[config.mk]
export PLATFORM = sky130hd
export DESIGN_NAME = halfbridge_pwm_mc
export DESIGN_NICKNAME = d
export VERILOG_FILES = /design/src/rtl/halfbridge_pwm_mc.sv
export SDC_FILE = /design/constraint.sdc
export NUM_CORES = 1
export LEC_CHECK = 0
export CORE_MARGIN = 2
export CORE_UTILIZATION = 40
export CTS_CLUSTER_SIZE = 8
export DETAILED_ROUTE_END_ITERATION = 10
export SETUP_SLACK_MARGIN = 0.3
export SYNTH_ARGS = -nofsm -noshare
export SYNTH_HDL_FRONTEND = slang
export SYNTH_HIERARCHICAL = 1
export SYNTH_SLANG_ARGS = --single-unit
[constraint.sdc]
create_clock -name clk_i -period 3.75 [get_ports clk_i]
set_input_delay 0.75 -clock clk_i [delete_from_list [all_inputs] [get_ports clk_i]]
set_output_delay 0.75 -clock clk_i [all_outputs]
set_load 0.05 [all_outputs]
[src/rtl/halfbridge_pwm_mc.sv]
// Multi-leg half-bridge PWM: shared carrier, interleaved phases, double-buffered duty and a
// per-leg dead-time FSM. Optional fault latch under `HB_FAULT_EN.

module halfbridge_pwm_leg #(
  parameter int DT  = 8,
  parameter int DTW = 8
) (
  input  logic clk_i,
  input  logic rst_i,
  input  logic hold_i,
  input  logic raw_i,
  output logic hs_o,
  output logic ls_o
);
  localparam logic [1:0] LOW_ON     = 2'd0;
  localparam logic [1:0] DT_TO_HIGH = 2'd1;
  localparam logic [1:0] HIGH_ON    = 2'd2;
  localparam logic [1:0] DT_TO_LOW  = 2'd3;

  // dtc counts down to 0 inclusive: a reload of DT-1 gives a DT-cycle gap, while the
  // reset/fault hold value of DT adds one extra cycle for a safe start.
  localparam logic [DTW-1:0] DT_HOLD = DTW'(DT);
  localparam logic [DTW-1:0] DT_ENT  = DTW'(DT > 0 ? DT - 1 : 0);

  logic [1:0]     state_q, state_d;
  logic [DTW-1:0] dtc_q, dtc_d;
  logic           hs_q, ls_q;

  always_comb begin
    state_d = state_q;
    dtc_d   = dtc_q;
    if (hold_i) begin
      state_d = DT_TO_LOW;
      dtc_d   = DT_HOLD;
    end else begin
      case (state_q)
        LOW_ON: if (raw_i) begin
          state_d = DT_TO_HIGH;
          dtc_d   = DT_ENT;
        end
        DT_TO_HIGH: begin
          if (!raw_i) begin
            state_d = DT_TO_LOW;
            dtc_d   = DT_ENT;
          end else if (dtc_q == '0) state_d = HIGH_ON;
          else dtc_d = dtc_q - 1'b1;
        end
        HIGH_ON: if (!raw_i) begin
          state_d = DT_TO_LOW;
          dtc_d   = DT_ENT;
        end
        default: begin
          if (raw_i) begin
            state_d = DT_TO_HIGH;
            dtc_d   = DT_ENT;
          end else if (dtc_q == '0) state_d = LOW_ON;
          else dtc_d = dtc_q - 1'b1;
        end
      endcase
    end
  end

  always_ff @(posedge clk_i) begin
    if (rst_i) begin
      state_q <= DT_TO_LOW;
      dtc_q   <= DT_HOLD;
      hs_q    <= 1'b0;
      ls_q    <= 1'b0;
    end else begin
      state_q <= state_d;
      dtc_q   <= dtc_d;
      hs_q    <= (state_d == HIGH_ON);
      ls_q    <= (state_d == LOW_ON);
    end
  end

  assign hs_o = hs_q;
  assign ls_o = ls_q;
endmodule

module halfbridge_pwm_mc #(
  parameter int CW     = 10,
  parameter int PERIOD = 1000,
  parameter int NCH    = 2,
  parameter int DT     = 8,
  parameter int DTW    = 8
) (
  input  logic              clk_i,
  input  logic              rst_i,
  input  logic              ce_i,
  input  logic [NCH*CW-1:0] d_in_i,
  input  logic              d_load_i,
`ifdef HB_FAULT_EN
  input  logic              fault_i,
  input  logic              fault_clr_i,
  output logic              fault_latched_o,
`endif
  output logic [NCH-1:0]    hs_o,
  output logic [NCH-1:0]    ls_o,
  output logic              period_tick_o
);
  localparam int STEP = PERIOD / NCH;

  logic [CW-1:0]           cnt_q;
  logic                    tick_q, wrap, hold;
  logic [NCH-1:0][CW-1:0]  d_in_w, shadow_q, active_q;
  logic [NCH-1:0]          raw_d, raw_q;

  assign d_in_w = d_in_i;
  assign wrap   = ce_i && (cnt_q == CW'(PERIOD - 1));

  always_ff @(posedge clk_i) begin
    if (rst_i) begin
      cnt_q  <= '0;
      tick_q <= 1'b0;
    end else begin
      tick_q <= wrap;
      if (ce_i) cnt_q <= wrap ? '0 : cnt_q + 1'b1;
    end
  end

  // Active duty only moves on the wrap; a strobe landing on the wrap bypasses the shadow.
  always_ff @(posedge clk_i) begin
    if (rst_i) begin
      shadow_q <= '0;
      active_q <= '0;
    end else begin
      if (d_load_i) shadow_q <= d_in_w;
      if (wrap) active_q <= d_load_i ? d_in_w : shadow_q;
    end
  end

`ifdef HB_FAULT_EN
  logic fault_q;
  always_ff @(posedge clk_i) begin
    if (rst_i) fault_q <= 1'b0;
    else if (fault_i) fault_q <= 1'b1;
    else if (fault_clr_i) fault_q <= 1'b0;
  end
  assign hold            = fault_i | fault_q;
  assign fault_latched_o = fault_q;
`else
  assign hold = 1'b0;
`endif

  for (genvar k = 0; k < NCH; k++) begin : g_leg
    localparam logic [CW:0] OFS = (CW + 1)'(k * STEP);
    logic [CW:0] sum, phase;
    assign sum   = {1'b0, cnt_q} + OFS;
    assign phase = (sum >= (CW + 1)'(PERIOD)) ? sum - (CW + 1)'(PERIOD) : sum;
    // phase never reaches PERIOD, so any duty at or above PERIOD already reads as fully on
    assign raw_d[k] = phase < {1'b0, active_q[k]};

    halfbridge_pwm_leg #(.DT(DT), .DTW(DTW)) u_leg (
      .clk_i  (clk_i),
      .rst_i  (rst_i),
      .hold_i (hold),
      .raw_i  (raw_q[k]),
      .hs_o   (hs_o[k]),
      .ls_o   (ls_o[k])
    );
  end

  always_ff @(posedge clk_i) begin
    if (rst_i) raw_q <= '0;
    else raw_q <= raw_d;
  end

  assign period_tick_o = tick_q;
endmodule

# [Yosys cells after proc, flatten, opt, wreduce, memory -nomap -nowiden]
# Cells that the tools add are included.
[classes] n_addsub=6 n_lt_le_gt_ge=4 eq_ne=11 n_mux=30 reduce_logical=9
[ops] cell="8-bit 2-to-1 mux" n=10
[ops] cell="8-bit one-hot mux with 3 select lines" n=2
[ops] cell="2-bit 2-to-1 mux" n=12
[ops] cell="11-bit by 10-bit < comparator with 1-bit output" n=2
[ops] cell="11-bit 2-to-1 mux" n=2
[ops] cell="20-bit 2-to-1 mux" n=1
[ops] cell="8-bit zero test" n=2
[ops] cell="8-bit by 1-bit subtractor with 8-bit output, second input constant" n=2
[ops] cell="2-bit one-hot mux with 3 select lines" n=2
[ops] cell="10-bit by 9-bit adder with 11-bit output, second input constant" n=1
[ops] cell="11-bit by 10-bit >= comparator with 1-bit output, second input constant" n=1
[ops] cell="10-bit by 10-bit subtractor with 11-bit output, second input constant" n=1
[ops] cell="11-bit by 10-bit subtractor with 11-bit output, second input constant" n=1
[ops] cell="10-bit by 1-bit adder with 10-bit output, second input constant" n=1
[ops] cell="10-bit == test, second input constant" n=1
[ops] cell="10-bit >= comparator, second input constant" n=1
[ops] cell="10-bit 2-to-1 mux" n=1
[ops] cell="2-bit == test, second input constant" n=4
[ops] cell="2-bit zero test" n=4
[ops] cell="2-bit != test, second input constant" n=4
[ops] cell="2-bit by 1-bit == test with 1-bit output, second input constant" n=2
[ops] cell="2-bit AND reduction" n=2
[ops] cell="1-bit logical AND" n=1
[totals] regBits=77 out_inout_bits=5 wordCells=75

# [Longest topological paths before layout]
# Gate-level depths: netlist of run 1.
[logic_depth] depth_word=5 depth_mapped=13

# [Hierarchy]
# The synthesis of run 1 kept the hierarchy.
[by_module_without_submodules] mod="halfbridge_pwm_mc" instances=1 cells_each=309 area_each_um2=2945.3 seq_area_each_um2=1061.0
[by_module_without_submodules] mod="halfbridge_pwm_leg" instances=2 cells_each=73 area_each_um2=615.6 seq_area_each_um2=240.2

# [Worst setup path before layout of run 1]
# No wires, ideal clock.
[synth_path] kind="register to register" start="reg cnt_q[4]" end="reg raw_q[1]" arrival_time_ps=3121 path_slack_ps=544 stages_incl_launch_ff=14 period_less_slack_ps=3206 path_cell_list="dfxtp_1 > buf_4 > inv_1 > ha_1 > a2111oi_4 > mux2i_1 > o211a_4 > a211oi_2 > xnor2_1 > ha_1 > a21o_1 > a211oi_1 > a31oi_1 > a211oi_1"
[synth_via] elab_chain_len=4 elab_cells_between_ends=5 cone_classes="add/sub: 2; order compare: 2; mux: 1"
[synth_lines] element="from (decl)" line="104" rtl="logic [CW-1:0] cnt_q;"
[synth_lines] element="from (signal assigned)" line="118" rtl="if (ce_i) cnt_q <= wrap ? '0 : cnt_q + 1'b1;"
[synth_lines] element="10-bit by 9-bit adder with 11-bit output *" line="149" rtl="assign sum = {1'b0, cnt_q} + OFS;"
[synth_lines] element="11-bit by 10-bit subtractor with 11-bit output / 11-bit by 10-bit >= comparator with 1-bit output (equally long branches)" line="150" rtl="assign phase = (sum >= (CW + 1)'(PERIOD)) ? sum - (CW + 1)'(PERIOD) : sum;"
[synth_lines] element="11-bit 2-to-1 mux *" line="150"
[synth_lines] element="11-bit by 10-bit < comparator with 1-bit output *" line="152" rtl="assign raw_d[k] = phase < {1'b0, active_q[k]};"
[synth_lines] element="to (signal assigned)" line="166" rtl="else raw_q <= raw_d;"
[synth_lines] element="to (decl)" line="107" rtl="logic [NCH-1:0] raw_d, raw_q;"
# Mark *: on every way between the ends. The rest lies on a longest branch, timed or not.
# A chain may end at the register's enable or synchronous reset.

# [Final worst setup path of run 1]
[layout_path] start="reg cnt_q[2]" end="reg raw_q[1]"
# Same word-level chain as after synthesis.

==> impl_metrics.json, run 1 <==
{
  "status": "finished clean",
  "grtUsageTotal_pct": 16.4,
  "drt-total-wl_microns": 8750,
  "dieHeight_microns": 106,
  "synth-edff-count": 0,
  "crit_chain": "inv_1 > ha_1 > ha_1 > or2_2 > mux2_2 > a211oi_1 > ha_1 > a211o_1 > a211oi_1",
  "worst_r2r_startpoint": "cnt_q[2]",
  "syn_avg_cell_area_sq_um": 9.18,
  "cts_buffer_depth": 2,
  "gp_congestion": 0.868,
  "irDropWorstVdd_mv": 0.156,
  "layout-drive-gt1-share_pct": 10.5,
  "die_w_microns": 106,
  "path_clk_slew_ps": 90,
  "yosys.cell_types.count": 62,
  "tightest_slew_ps": 806,
  "first_iter_violations": 91,
  "hp-class": "reg2reg",
  "critPathSlowestCell": "dfxtp_1",
  "clkPwrFrac_pct": 36.4,
  "period_share_pct": 84.3,
  "fmax_ghz": 0.316,
  "cts-root-buf": "clkbuf_8",
  "synth_top_area_share_pct": 36.9,
  "crit_required_ps": 4030,
  "comb_power_share_pct": 12.2,
  "synth_fa_ha_area_share_pct": 8.99,
  "synth_top_family_by_area": "compound AO/OA/AOI/OAI gates",
  "grt_pass1_wl_microns": 14800,
  "first_pass_iters": 5,
  "muxShareOfSynthArea_pct": 5.78,
  "syn_inst": 455,
  "rows": 37,
  "mostFrequentLayoutCell": "dfxtp_1",
  "crit_path_start_kind": "flip-flop",
  "crit_top_cell": "ha_1",
  "ys_top_cells_by_area": "dfxtp_1 (37%), ha_1 (9.0%), mux2i_1 (5.5%)",
  "n_antenna_cell": 0,
  "wl_per_cell_microns": 14.0,
  "core_sq_um": 10200,
  "synthSimpleGateAreaFrac_pct": 18.7,
  "dp_hpwl_microns": 6270,
  "critical_path.max_stage_delay_ps": 590,
  "regArea_sq_um": 1540,
  "cts_num_sinks": 77,
  "arrival_ps": 3440,
  "setup_ws_ps": 590,
  "drc": 0,
  "max-slew-margin-rel_pct": 46.1,
  "clk_latency_ps": 370,
  "critPathKind": "reg2reg",
  "cap_viol_max_count": 0,
  "grt-ovfl-total": 0,
  "antenna_left": 0,
  "fillers": 988,
  "endpoint_kind": "flip-flop",
  "p_leak_nw": 1.94,
  "multiInputGateArea_sq_um": 2420,
  "hold_viol_final": 0,
  "startpoint": "cnt_q[2]",
  "synth.cell_area_sq_um": 4180,
  "routed-via-count": 3291,
  "yosys_warnings": 6,
  "switching_share_pct": 29.8,
  "synth_compound_area_share_pct": 20.0,
  "yosys.area.top_type": "dfxtp_1",
  "async_flop_share_pct": 0,
  "num_io_pins": 29,
  "p_seq_share_pct": 51.4,
  "cp_max_fo": 10,
  "ys_seq_elements": 77,
  "finalClockSkew_ps": 10.8,
  "dieArea_sq_um": 11300,
  "cts_buffers": 9,
  "area_delta_synth_final_pct": 14.2,
  "dpl_worst_slack_ps": 547,
  "drv_slew": 0,
  "port_buffers": 28,
  "cts-hold-fix-buffers": 0,
  "ys_seq_area_share_pct": 36.9,
  "p_int_mw": 1.21,
  "p_sw_uw": 513,
  "htree_levels": 3,
  "total_power_mw": 1.72,
  "grt_max_degree": 25,
  "antenna_found_initial": 0,
  "fin_setup_tns_ps": 0,
  "vias_per_cell": 5.27,
  "fin_util_pct": 46.6,
  "nNetsFinal": 537,
  "cpLargestDelayFamily": "adder cells",
  "setup_viol": 0,
  "cts_tree": "done",
  "rsz0062_at_grt": "no",
  "mostFrequentLayoutCells": "dfxtp_1 (77), nor2_1 (49), inv_1 (30)",
  "p_per_area_nw_per_um2": 361,
  "start_util_pct": 40.8,
  "finalCriticalPeriod_ps": 3160,
  "synth_xor_xnor_area_share_pct": 4.19,
  "grt_pass1_vias": 3157,
  "ys.flop_type": "dfxtp_1",
  "min_from": "raw_q[0]",
  "crit_buf_inv": 1
}
==> power groups by stage <==
| stage | logic [mW] | clock network, mW | registers [mW] |
|---|---|---|---|
| after floorplan | 0.158 | 0 | 0.899 |
| after global placement | 0.205 | 0 | 0.903 |
| after detailed placement | 0.209 | 0 | 0.905 |
| after CTS | 0.210 | 0.646 | 0.886 |
| after global routing | 0.235 | 0.679 | 0.892 |
| final | 0.211 | 0.627 | 0.886 |
==> state kept, by name, indices dropped and copies added (netlist names) <==
register,count
g_leg.u_leg/hs_o,2
g_leg.u_leg/dtc_q,16
active_q,20
cnt_q,10
g_leg.u_leg/ls_o,2
raw_q,2
g_leg.u_leg/state_q,4
period_tick_o,1
shadow_q,20
==> worst register-to-register path, cell delays in order (launching register included) <==
cell	delay [ps]
dfxtp_1	590
inv_1	170
ha_1	390
ha_1	250
or2_2	320
mux2_2	280
a211oi_1	280
ha_1	300
a211o_1	290
a211oi_1	190
==> area by class of cell <==
class | instances | area share [%]
inverter | 31 | 2.44
tap | 136 | 3.57
sequential | 77 | 32.3
clock inverter | 7 | 1.42
clock buffer | 9 | 2.60
timing repair buffer | 34 | 6.82
multi-input combinational | 330 | 50.8
==> logic make-up after synthesis <==
group | Yosys count
simple gates | 149
compound gates | 103
flops | 77
buf+inv | 51
fa+ha+maj | 30
mux | 24
xor+xnor | 20
other cells | 1
==> repair_timing <==
| action | 4_1_cts | 5_1_grt |
|---|---|---|
| endpoints found under the setup margin | 0 | 1 |
| resized for setup | 0 | 1 |
| buffers inserted | 0 | 0 |
==> through the flow <==
step	area (sq um)	cells	hold WS [ps]
after floorplan	4190	458	444
after global placement	4570	608	468
after detailed placement	4570	608	472
after CTS	4770	624	484
after global routing	4770	624	508
final	4770	624	490
==> worst paths after layout <==
path	endpoint	slack [ps]	cells after the start
max	raw_q[1]	590	9
min	g_leg[0].u_leg/ls_o	490	1
max reg2reg	raw_q[1]	590	9
min reg2reg	g_leg[0].u_leg/ls_o	490	1
==> metal layers <==
layer	up-vias	share of wire, %	track usage, %
li1	1679	-	-
met4	0	1.4	6.02
met2	45	49	28.3
met3	10	3.0	3.92
met1	1557	47	19.9
met5	-	0	0
==> cells in the mapped netlist, types with 2 or more instances <==
library cell	count
o211ai_1	3
inv_1	30
o21bai_1	2
buf_6	3
a21o_1	7
a211oi_1	4
dfxtp_1	77
or4_4	3
o311a_1	2
a21boi_0	2
xor2_1	8
o22ai_1	3
a31oi_1	9
nor4_1	2
nor3_1	8
clkbuf_1	10
o21ba_2	3
or2_2	5
a21oi_1	17
o2111ai_1	3
nand3b_1	6
ha_1	30
nand2_1	22
nor3b_1	2
a221oi_2	2
or3_1	2
xnor2_1	12
nand3_1	18
o21a_1	2
nor2_1	49
and2_1	5
o21ai_0	5
o22a_1	22
a211o_1	3
or4_2	2
nand2b_1	9
buf_2	6
and3_1	4
mux2i_1	23
nor2b_1	6
a211oi_2	2
o31a_2	2
Note: power is estimated with default switching activity, not from simulation.
==> inputs of run 2 (changes only) <==
- clock period: 3.75 -> 2.9 ns (I/O delays scaled with it)
==> run 2 against run 1 <==
Compared with the run above:
- non-clock buffer count rose by 20
- global-route usage increased by 0.33 points
- combinational power is 30% higher
- routed wire length grew 0.97%
- clock skew rose by 0.65 ps
- sequential power is 29% higher
- design area increased by 4.1%
==> impl_metrics.json, run 2 (synthesis results as in run 1) <==
{
  "status": "finished clean",
  "area_delta_synth_final_pct": 18.8,
  "switching_share_pct": 29.1,
  "rsz0062_at_grt": "yes",
  "hp-class": "reg2reg",
  "endpoint_kind": "flip-flop",
  "wl_per_cell_microns": 13.7,
  "cpLargestDelayFamily": "compound AO/OA/AOI/OAI gates",
  "first_iter_violations": 150,
  "drv_slew": 0,
  "clk_latency_ps": 360,
  "htree_levels": 3,
  "drt-total-wl_microns": 8840,
  "period_share_pct": 98.9,
  "antenna_left": 0,
  "path_depth": 12,
  "grt_max_degree": 21,
  "finalCriticalPeriod_ps": 2870,
  "crit_required_ps": 3180,
  "n_antenna_cell": 0,
  "irDropWorstVdd_mv": 0.236,
  "met3_usage_pct": 3.68,
  "path_clk_slew_ps": 90,
  "grt_pass1_wl_microns": 15200,
  "tightest_slew_ps": 585,
  "mostFrequentLayoutCell": "dfxtp_1",
  "cts-root-buf": "clkbuf_8",
  "finalClockSkew_ps": 11.5,
  "p_leak_nw": 2.05,
  "rr_worst_depth": 12,
  "setup_viol": 0,
  "cts_buffer_depth": 2,
  "gp_congestion": 0.864,
  "p_int_mw": 1.57,
  "critPathKind": "reg2reg",
  "p_sw_uw": 644,
  "drc": 0,
  "hold_path_depth": 1,
  "p_per_area_nw_per_um2": 445,
  "fin_setup_tns_ps": 0,
  "routed-via-count": 3386,
  "arrival_ps": 3140,
  "fillers": 978,
  "cts_tree": "done",
  "dpl_worst_slack_ps": 54.7,
  "hold_viol_final": 0,
  "cts_buffers": 9,
  "vias_per_cell": 5.26,
  "antenna_found_initial": 0,
  "met1_usage_pct": 20.4,
  "num_io_pins": 29,
  "layout-drive-gt1-share_pct": 15.7,
  "grtUsageTotal_pct": 16.8,
  "dieHeight_microns": 106,
  "cts-hold-fix-buffers": 0,
  "use_met2_pct": 28.9,
  "die_w_microns": 106,
  "grt-ovfl-total": 0,
  "crit_chain": "buf_6 > ha_4 > a2111oi_4 > mux2i_1 > o211a_4 > a211oi_2 > xor2_1 > ha_1 > and3_1 > o2111ai_1 > a31oi_1 > a211oi_1",
  "rows": 37,
  "clkPwrFrac_pct": 35.8,
  "grt_pass1_vias": 3312,
  "crit_path_start_kind": "flip-flop",
  "max-slew-margin-rel_pct": 60.9,
  "port_buffers": 28,
  "dp_hpwl_microns": 6510,
  "first_pass_iters": 5,
  "top_usage_layer": "met2",
  "comb_power_share_pct": 12.4,
  "cap_viol_max_count": 0,
  "top_regs": "active_q: 20 flops, shadow_q: 20 flops, g_leg.u_leg/dtc_q: 16 flops",
  "start_util_pct": 40.8,
  "dieArea_sq_um": 11300,
  "postLayoutCellArea_sq_um": 4960,
  "nNetsFinal": 557,
  "setup_ws_ps": 33.1,
  "crit_buf_inv": 1,
  "p_seq_share_pct": 51.7,
  "core_sq_um": 10200,
  "critPathSlowestCell": "a2111oi_4",
  "critical_path.max_stage_delay_ps": 410,
  "cts_num_sinks": 77,
  "cp_max_fo": 6,
  "place_area_sq_um": 4720,
  "mostFrequentLayoutCells": "dfxtp_1 (73), nor2_1 (49), inv_1 (29)",
  "fmax_ghz": 0.349
}
[run 2: path summary, 6_finish.rpt]
kind | start | end | slack (ps)
min | active_q[11] | active_q[11] | 490
min reg2reg | active_q[11] | active_q[11] | 490
max | cnt_q[3] | raw_q[1] | 30
max reg2reg | cnt_q[3] | raw_q[1] | 30
[run 2: power groups by stage]
| stage | registers [mW] | clock network [mW] | logic, mW |
|---|---|---|---|
| global placement | 1.17 | 0 | 0.267 |
| global route | 1.15 | 0.867 | 0.309 |
| finish | 1.14 | 0.792 | 0.275 |
| floorplan | 1.16 | 0 | 0.204 |
| detailed placement | 1.17 | 0 | 0.276 |
| CTS | 1.14 | 0.819 | 0.277 |
[run 2: area by class of cell]
cell class,instances,area (sq um),share of cell area (%)
flip-flops and latches,77,1550,31.2
inverters,31,116,2.34
repair buffers,54,479,9.65
well taps,136,170,3.43
multi-input cells,330,2460,49.5
clock inverters,7,67.6,1.36
clock buffers,9,124,2.50
[run 2: per-layer routing]
layer | vias up | wire (microns)
met5 | - | 0
met2 | 38 | 4300
met1 | 1615 | 4150
met3 | 16 | 211
met4 | 0 | 167
li1 | 1717 | -
[run 2: stage by stage]
stage	hold WS [ps]	power, mW	util [%]	cells
6_report	488	2.21	48.5	644
5_1_grt	505	2.33	48.5	644
4_1_cts	490	2.24	48.2	641
3_5_place_dp	471	1.44	46.2	625
3_3_place_gp	468	1.43	46.2	625
2_1_floorplan	444	1.36	-	458
[run 2: what timing repair did]
| action | in CTS | in global routing |
|---|---|---|
| buffers inserted | 0 | 3 |
| pin swaps | 0 | 9 |
| setup endpoints to repair | 2 | 2 |
| gates resized for setup | 4 | 3 |
| cloned | 0 | 0 |
[run 2: worst reg2reg max path: cells and delay by family, from the launching register on]
kind                     cells  cell delay (ps)
flip-flops                   1              330
multiplexers                 1              160
adder cells (fa/ha/maj)      2              450
buffers and inverters        1              130
AO/OA/AOI/OAI                6             1300
XOR/XNOR                     1              200
AND/OR/NAND/NOR              1              200
